File: config.mk
export PLATFORM = sky130hd
export DESIGN_NAME = fetch_unit
export DESIGN_NICKNAME = d
export VERILOG_FILES = /design/src/rtl/fetch_unit_pkg.sv /design/src/rtl/fetch_unit_adder.sv /design/src/rtl/fetch_unit.sv
export SDC_FILE = /design/constraint.sdc
export NUM_CORES = 1
export LEC_CHECK = 0
export ABC_AREA = 1
export BUFFER_PORTS_ARGS = -buffer_cell sky130_fd_sc_hd__buf_2
export CAP_MARGIN = 20
export CORE_ASPECT_RATIO = 1.75
export CORE_UTILIZATION = 50
export DETAILED_ROUTE_END_ITERATION = 10
export PLACE_DENSITY = 0.79
export SKIP_CTS_REPAIR_TIMING = 1
export SLEW_MARGIN = 20
export SYNTH_ARGS = -nofsm -noshare
export SYNTH_HDL_FRONTEND = slang
export SYNTH_SLANG_ARGS = --single-unit
File: constraint.sdc
create_clock -name clock -period 1.68 [get_ports clock]
set_input_delay 0.168 -clock clock [delete_from_list [all_inputs] [get_ports clock]]
set_output_delay 0.168 -clock clock [all_outputs]
set_load 0.1 [all_outputs]
File: src/rtl/fetch_unit_pkg.sv
// Shared processor constants: fetch FSM encodings, word stride, boot address.
package fetch_unit_pkg;

    localparam logic [1:0] ST_BOOT    = 2'd0;
    localparam logic [1:0] ST_REQ     = 2'd1;
    localparam logic [1:0] ST_DELIVER = 2'd2;

    localparam logic [31:0] WORD_INC         = 32'd4;
    localparam logic [31:0] DEFAULT_RESET_PC = 32'h0000_0000;

    function automatic logic [31:0] word_align(input logic [31:0] addr);
        return addr & ~32'h3;
    endfunction

endpackage

File: src/rtl/fetch_unit_adder.sv
// Plain W-bit adder shared across the core; carry out is dropped (modulo 2^W).
module fetch_unit_adder #(
    parameter int W = 32
) (
    input  logic [W-1:0] i_a,
    input  logic [W-1:0] i_b,
    output logic [W-1:0] o_sum
);
    assign o_sum = i_a + i_b;
endmodule

File: src/rtl/fetch_unit.sv
// Instruction fetch: boot wait, fixed-latency memory read, then hold the word
// for decode until accepted; redirects restart the fetch at the new target.
module fetch_unit
    import fetch_unit_pkg::*;
#(
    parameter logic [31:0] RESET_PC    = DEFAULT_RESET_PC,
    parameter int          MEM_LATENCY = 2   // 1..15
) (
    input  logic        clock,
    input  logic        reset,
    input  logic        bios_done,
    output logic [31:0] mem_address,
    input  logic [31:0] mem_data,
    output logic        mem_cs,
    output logic        mem_oe,
    output logic        mem_we,
    input  logic        redirect_valid,
    input  logic [31:0] redirect_addr,
    output logic        inst_valid,
    input  logic        inst_ready,
    output logic [31:0] inst_data,
    output logic [31:0] inst_pc
);
    localparam logic [3:0] LAT_LAST = 4'(MEM_LATENCY - 1);

    logic [1:0]  r_state;
    logic [31:0] r_pc;
    logic [3:0]  r_cnt;
    logic [31:0] r_inst_data;
    logic [31:0] r_inst_pc;

    logic [31:0] w_pc_inc;
    logic [31:0] w_redirect_pc;
    logic        w_last;

    fetch_unit_adder #(.W(32)) u_pc_inc (
        .i_a   (r_pc),
        .i_b   (WORD_INC),
        .o_sum (w_pc_inc)
    );

    assign w_redirect_pc = word_align(redirect_addr);
    assign w_last        = (r_cnt == LAT_LAST);

    always_ff @(posedge clock) begin
        if (reset) begin
            r_state     <= ST_BOOT;
            r_pc        <= RESET_PC;
            r_cnt       <= 4'd0;
            r_inst_data <= 32'd0;
            r_inst_pc   <= 32'd0;
        end else begin
            case (r_state)
                ST_BOOT: begin
                    if (bios_done) begin
                        r_state <= ST_REQ;
                        r_cnt   <= 4'd0;
                    end
                end
                ST_REQ: begin
                    // A redirect abandons the read, including on its final cycle.
                    if (redirect_valid) begin
                        r_pc  <= w_redirect_pc;
                        r_cnt <= 4'd0;
                    end else if (w_last) begin
                        r_inst_data <= mem_data;
                        r_inst_pc   <= r_pc;
                        r_cnt       <= 4'd0;
                        r_state     <= ST_DELIVER;
                    end else begin
                        r_cnt <= r_cnt + 4'd1;
                    end
                end
                ST_DELIVER: begin
                    if (redirect_valid) begin
                        r_pc    <= w_redirect_pc;
                        r_cnt   <= 4'd0;
                        r_state <= ST_REQ;
                    end else if (inst_ready) begin
                        r_pc    <= w_pc_inc;
                        r_cnt   <= 4'd0;
                        r_state <= ST_REQ;
                    end
                end
                default: r_state <= ST_BOOT;
            endcase
        end
    end

    // Every output is decoded from registered state only; decode never loops back.
    assign inst_valid  = (r_state == ST_DELIVER);
    assign inst_data   = r_inst_data;
    assign inst_pc     = r_inst_pc;
    assign mem_address = r_pc;
    assign mem_cs      = (r_state != ST_REQ);
    assign mem_oe      = (r_state == ST_REQ);
    assign mem_we      = 1'b0;

endmodule

==> metrics, run 1 <==
status finished with violations; failing checks setup timing; DRC 0; Hold Path Class in2reg; Clock Sinks 98; met3 Use GR 3.81%; Worst Skew 0.00723 ns; final hold vios 0; CTS H-tree depth 3; Die Ht 132 um; Row Count 47; top_reg_cell synth dfxtp_1; Synth Register Bits 98; max incr delay on CP 0.38 ns; kind of end point of the critical path register; CTS tree yes; Post-Route Utilization 67.1%; share of cells above drive strength 1 31.8%; GR Util met2 53.0%; Reg clk slew, reported paths 0.07 ns; post-synthesis sequential area ratio 40.7%; period utilization 100%; Finished Cell Area 6310 sq um; Tot GR Track Use 28.8%; top-count cell post-synth nor2_1; pin count of the biggest net entering global routing 56; Die X 76.2 um; drt pass-1 iters 5; Synth area leaders dfxtp_1, nor2_1, nand2_1; ys async rst share 0%; leading cell types by count after synthesis nor2_1, nand2_1, dfxtp_1; Port Buffers 161; Die ar. 10,000 sq um; post-synth cell types 30; Post-synth EDFFs 0; area of the multi-input gates 2550 sq um; RePlAce Congestion 0.922; CP cell instances inv_4, ha_4, inv_2, nor2_4, nand2_2, nand3_4, inv_6, buf_12, o21ai_1, nand2_1, a21oi_1; met1 Usage GRT 30.4%; Clock Path Buffers 2; Post-Syn Instances 721; CP max-delay cell dfxtp_4; DRT iter0 DRCs 264; crit path kind reg2reg; post-route ant nets 0; Synth area leader dfxtp_1; initial core utilization 51.2%; Netlist Area Pre-Place 4820 sq um; syn avg cell area 6.68 sq um; filler instances 878; DR vias/cell 5.25; WL/cell 14.8 um; Core ar. 9410 sq um; fmax 595 MHz; PD cells 1860 nW/um^2; Max-Cap Viols 0; total CTS buffers 9; Synth warnings 0; setup ws final -0.000812 ns; Vias 5,282; Overflow after GRT 0; post-DP HPWL 10,900 um; LEAKAGE 2.89 nW; number of placed I/O pins 169; Area after DPL 5880 sq um; gr busiest metal met2; FF/Latch Area 2010 sq um; Required @ worst endpoint 1.95 ns; share of the synthesized area in the top cell type 40.7%; worst skew pair latency 0.34 ns; nets 957; critical path arrival 1.95 ns; RSZ-0062 raised after global routing true; Crit Path Max Fanout 11; setup-violating endpoint count in the final report 1; Startpoint Class register; area growth from synthesis to layout 31.0%; final WL 14,900 um; CTS root buf clkbuf_16; initial antenna violation count 0; Max Transition Viols Final 0; first-pass GRT wire length 23,000 um; peak supply drop 1.57 mV; Period minus WS final 1.68 ns; Antenna Cells 0; number of global-route vias before repair 4,958
## cells by family (layout without fill, tap and decap cells)
group,count (synthesis),count (layout),share of synthesized area [%]
buf+inv,89,249,7.90
fa+ha+maj,8,8,2.08
other cells,1,5,0.0778
xor+xnor,1,1,0.182
compound gates,152,152,16.2
simple gates,372,372,32.9
flops,98,98,40.7
## critical path: cells and delay by family (launching register included)
kind | cells | cell delay, ns
flip-flops | 1 | 0.38
AND/OR/NAND/NOR | 4 | 0.51
adder cells (fa/ha/maj) | 1 | 0.13
AO/OA/AOI/OAI | 2 | 0.21
buffers and inverters | 4 | 0.34
## cell type report
class | count | area share [%]
Tap cell | 122 | 2.42
Multi-Input combinational cell | 538 | 40.4
Inverter | 50 | 3.33
Sequential cell | 98 | 31.9
Timing Repair Buffer | 183 | 17.3
Clock buffer | 10 | 3.79
Clock inverter | 6 | 0.833
## state kept, by name, indices dropped and copies added (netlist names)
name         flops
r_state          2
inst_data       32
inst_pc         30
r_cnt            4
mem_address     30
## per-layer routing
metal,vias to the layer above,routed length [um]
met3,47,793
met2,221,7770
met4,0,790
li1,2627,-
met5,-,0
met1,2387,5540
## final timing paths
check / startpoint / end / slack (ns) / cells after the start
worst max-delay path: r_state[0] / mem_address[5] / -0.0008 / 11
worst min register to register: r_cnt[3] / r_cnt[3] / 0.48 / 2
worst max register to register: r_state[0] / mem_address[5] / -0.0008 / 11
worst min-delay path: mem_data[30] / inst_data[30] / 0.05 / 3
## layout by cell type, fill, tap and decap left out, types with 3 or more instances in the layout
master,count
inv_6,4
buf_2,161
nor3_1,4
conb_1,5
clkbuf_16,12
nand4_1,6
buf_12,5
nand3b_1,3
nor2_4,7
nor2_2,18
dfxtp_1,66
nand3_1,31
a21oi_1,55
nand2_2,7
dfxtp_2,28
inv_2,5
inv_4,3
buf_4,12
nand2_1,143
dfxtp_4,4
ha_1,6
o21ai_0,74
o21ai_1,13
inv_1,41
nor2_1,149
## power breakdown
group          total, mW  switching, mW  internal, mW
sequential          3.40          0.586          2.82
clock               2.00          0.926          1.07
combinational       6.32           4.80          1.52
## metrics by stage
step / hold WS (ns) / power, mW / setup slack, ns / instances / setup TNS [ns]
floorplan: 0.303 / 8.11 / -0.0341 / 725 / -1.92
global placement: 0.392 / 9.20 / 0.0904 / 986 / 0
detailed placement: 0.404 / 9.29 / 0.0295 / 986 / 0
CTS: 0.0420 / 11.3 / 0.0129 / 1002 / 0
global route: 0.0490 / 12.3 / -0.0361 / 1007 / -0.220
finish: 0.0505 / 11.7 / -0.000812 / 1007 / -0.000812
Note: power is estimated with default switching activity, not from simulation.
==> inputs of run 2 (changes only) <==
--- a/config.mk
+++ b/config.mk
@@ -11,9 +11,11 @@
 export CORE_ASPECT_RATIO = 1.75
 export CORE_UTILIZATION = 50
 export DETAILED_ROUTE_END_ITERATION = 10
+export GPL_ROUTABILITY_DRIVEN = 0
 export PLACE_DENSITY = 0.79
+export SETUP_SLACK_MARGIN = 0.1
 export SKIP_CTS_REPAIR_TIMING = 1
-export SLEW_MARGIN = 20
+export SLEW_MARGIN = 15
 export SYNTH_ARGS = -nofsm -noshare
 export SYNTH_HDL_FRONTEND = slang
 export SYNTH_SLANG_ARGS = --single-unit
==> run 2 against run 1 <==
Effect of this change:
- the flow now finishes without violations
- fmax grew 0.93%
- clock skew up 0.0019 ns
- design area is 7.4% higher
- largest power group unchanged
- setup slack improved by 0.016 ns
- count of clock-buffer cells in the layout shrank 1
- total power rose by 9.7%
- die area unchanged
- first-iteration DRC count up 59%
- hold slack lost 0.0093 ns
- wire length rose by 14%
- cell count rose by 1.4%
- critical path depth fell by 1
==> metrics, run 2 (same netlist as run 1, synthesis figures left out) <==
post-DP HPWL 10,300 um (-5.5%); fmax 600 MHz (+0.93%); DR vias/cell 5.57 (+6.1%); DRC 0 (unchanged); HP Start mem_data[2]; Worst Skew 0.00912 ns (+0.00189 ns); area growth from synthesis to layout 40.7%; WL/cell 16.6 um (+13%); Tightest Pin Transition 0.505 ns; Area after DPL 5890 sq um (+0.19%); Hold Path Class in2reg; Hold Path Sink inst_data[2]; period utilization 99.1% (-0.92 points); most common cell after layout, fill and taps aside buf_2; Die ar. 10,000 sq um (unchanged); commonest non-fill, non-tap cells in the layout buf_2, nor2_1, nand2_1, dfxtp_1, o21ai_0; Tot GR Track Use 28.2% (-0.58 points); peak supply drop 1.43 mV (-8.9%); initial core utilization 51.2% (unchanged); Startpoint Class register; critical path arrival 1.89 ns (-0.06 ns); Max Transition Viols Final 0 (unchanged); Die X 76.2 um (unchanged); DRT met1 WL 6160 um (+11%); Port Buffers 161 (unchanged); final hold vios 0 (unchanged); total CTS buffers 9 (unchanged); Max-Cap Viols 0 (unchanged); initial antenna violation count 0 (unchanged); Routed met3 length 1300 um (+64%); Finished Cell Area 6780 sq um (+7.4%); met2 WL 8690 um (+12%); Clock Path Buffers 2 (unchanged); pin count of the biggest net entering global routing 58 (+3.6%); nets 971 (+1.5%); crit path kind reg2reg; Required @ worst endpoint 1.91 ns (-0.04 ns); PD cells 1900 nW/um^2 (+2.2%); drt pass-1 iters 5 (unchanged); Clock Sinks 98 (unchanged); CTS H-tree depth 3 (unchanged); Core ar. 9410 sq um (unchanged); kind of end point of the critical path register; R2R depth 10 (-1); Crit Path Max Fanout 5 (-6); Overflow after GRT 0 (unchanged); Antenna Cells 0 (unchanged); Overall Power 12.9 mW (+9.7%); number of placed I/O pins 169 (unchanged); Row Count 47 (unchanged); Post-Route Utilization 72.0% (+4.9 points); worst skew pair latency 0.34 ns (about the same); CTS root buf clkbuf_16; R2R Path End mem_address[10]; Die Ht 132 um (unchanged); first-pass GRT wire length 23,000 um (about the same); max FFs per register 32 (unchanged); Reg clk slew, reported paths 0.07 ns (about the same); RSZ-0062 raised after global routing true; Worst slew margin 66.3%; share of cells above drive strength 1 36.2% (+4.4 points); Vias 5,682 (+7.6%); Worst R2R Setup Slack 0.01 ns (+0.02 ns); status complete, no violations; post-route ant nets 0 (unchanged); LEAKAGE 3.04 nW (+5.0%); final WL 17,000 um (+14%); worst reg2reg path startpoint r_state[0]; setup-violating endpoint count in the final report 0 (-1); Period minus WS final 1.67 ns (-0.0155 ns); DRT iter0 DRCs 419 (+59%); setup tns final 0 ns (+0.000812 ns); CTS tree yes; Max Used Layer met4; WHS Path Cells 3 (unchanged); number of global-route vias before repair 5,025 (+1.4%)
==> run 2: changes by cell type in the layout (fill, tap and decap cells not counted), moves of 7 or more <==
cell     before  now
nor2_1      149  141
o21ai_0      74   61
dfxtp_4       4   12
o21ai_2       0    7
dfxtp_2      28   19
==> run 2: through the flow <==
stage,worst slack (ns),instances,hold WS (ns)
2_1_floorplan,-0.0341,725,0.303
3_3_place_gp,0.0812,980,0.391
3_5_place_dp,0.0437,980,0.403
4_1_cts,0.0226,996,0.0476
5_1_grt,-0.0586,1021,0.0563
6_report,0.0147,1021,0.0412
==> run 2: how the worst max path moves through the flow <==
stage	start	endpoint	cells after the start
final	r_state[0]	mem_address[10]	10
after global placement	r_state[0]	mem_address[10]	9
after detailed placement	r_state[0]	mem_address[10]	9
after CTS	r_state[0]	mem_address[10]	9
after floorplan	r_state[1]	inst_data[0]	10
after global routing	r_state[1]	inst_data[0]	10
==> run 2: final cells by class <==
type | count | area, sq um
Clock buffer | 9 | 225
Clock inverter | 7 | 77.6
Fill cell | 735 | 2630
Inverter | 50 | 220
Multi-Input combinational cell | 538 | 2700
Sequential cell | 98 | 2030
Tap cell | 122 | 153
Timing Repair Buffer | 194 | 1330
Timing Repair inverter | 3 | 38.8
==> run 2: power breakdown <==
group          switching, mW  internal, mW
registers              0.643          2.85
logic                   5.29          2.00
clock network          0.922          1.17
==> run 2: layer usage <==
metal	GRT usage, %	vias up
met5	0	-
met3	3.81	81
li1	-	2669
met4	17.1	0
met2	50.4	338
met1	31.5	2594
==> run 2: worst max-delay path: stages, from the launching register on <==
cell	delay, ns
dfxtp_4	0.37
inv_4	0.07
ha_4	0.14
inv_4	0.04
nor2_4	0.18
nand2_2	0.11
nand3_4	0.09
buf_12	0.15
clkbuf_16	0.15
a21oi_2	0.04
o211a_1	0.20
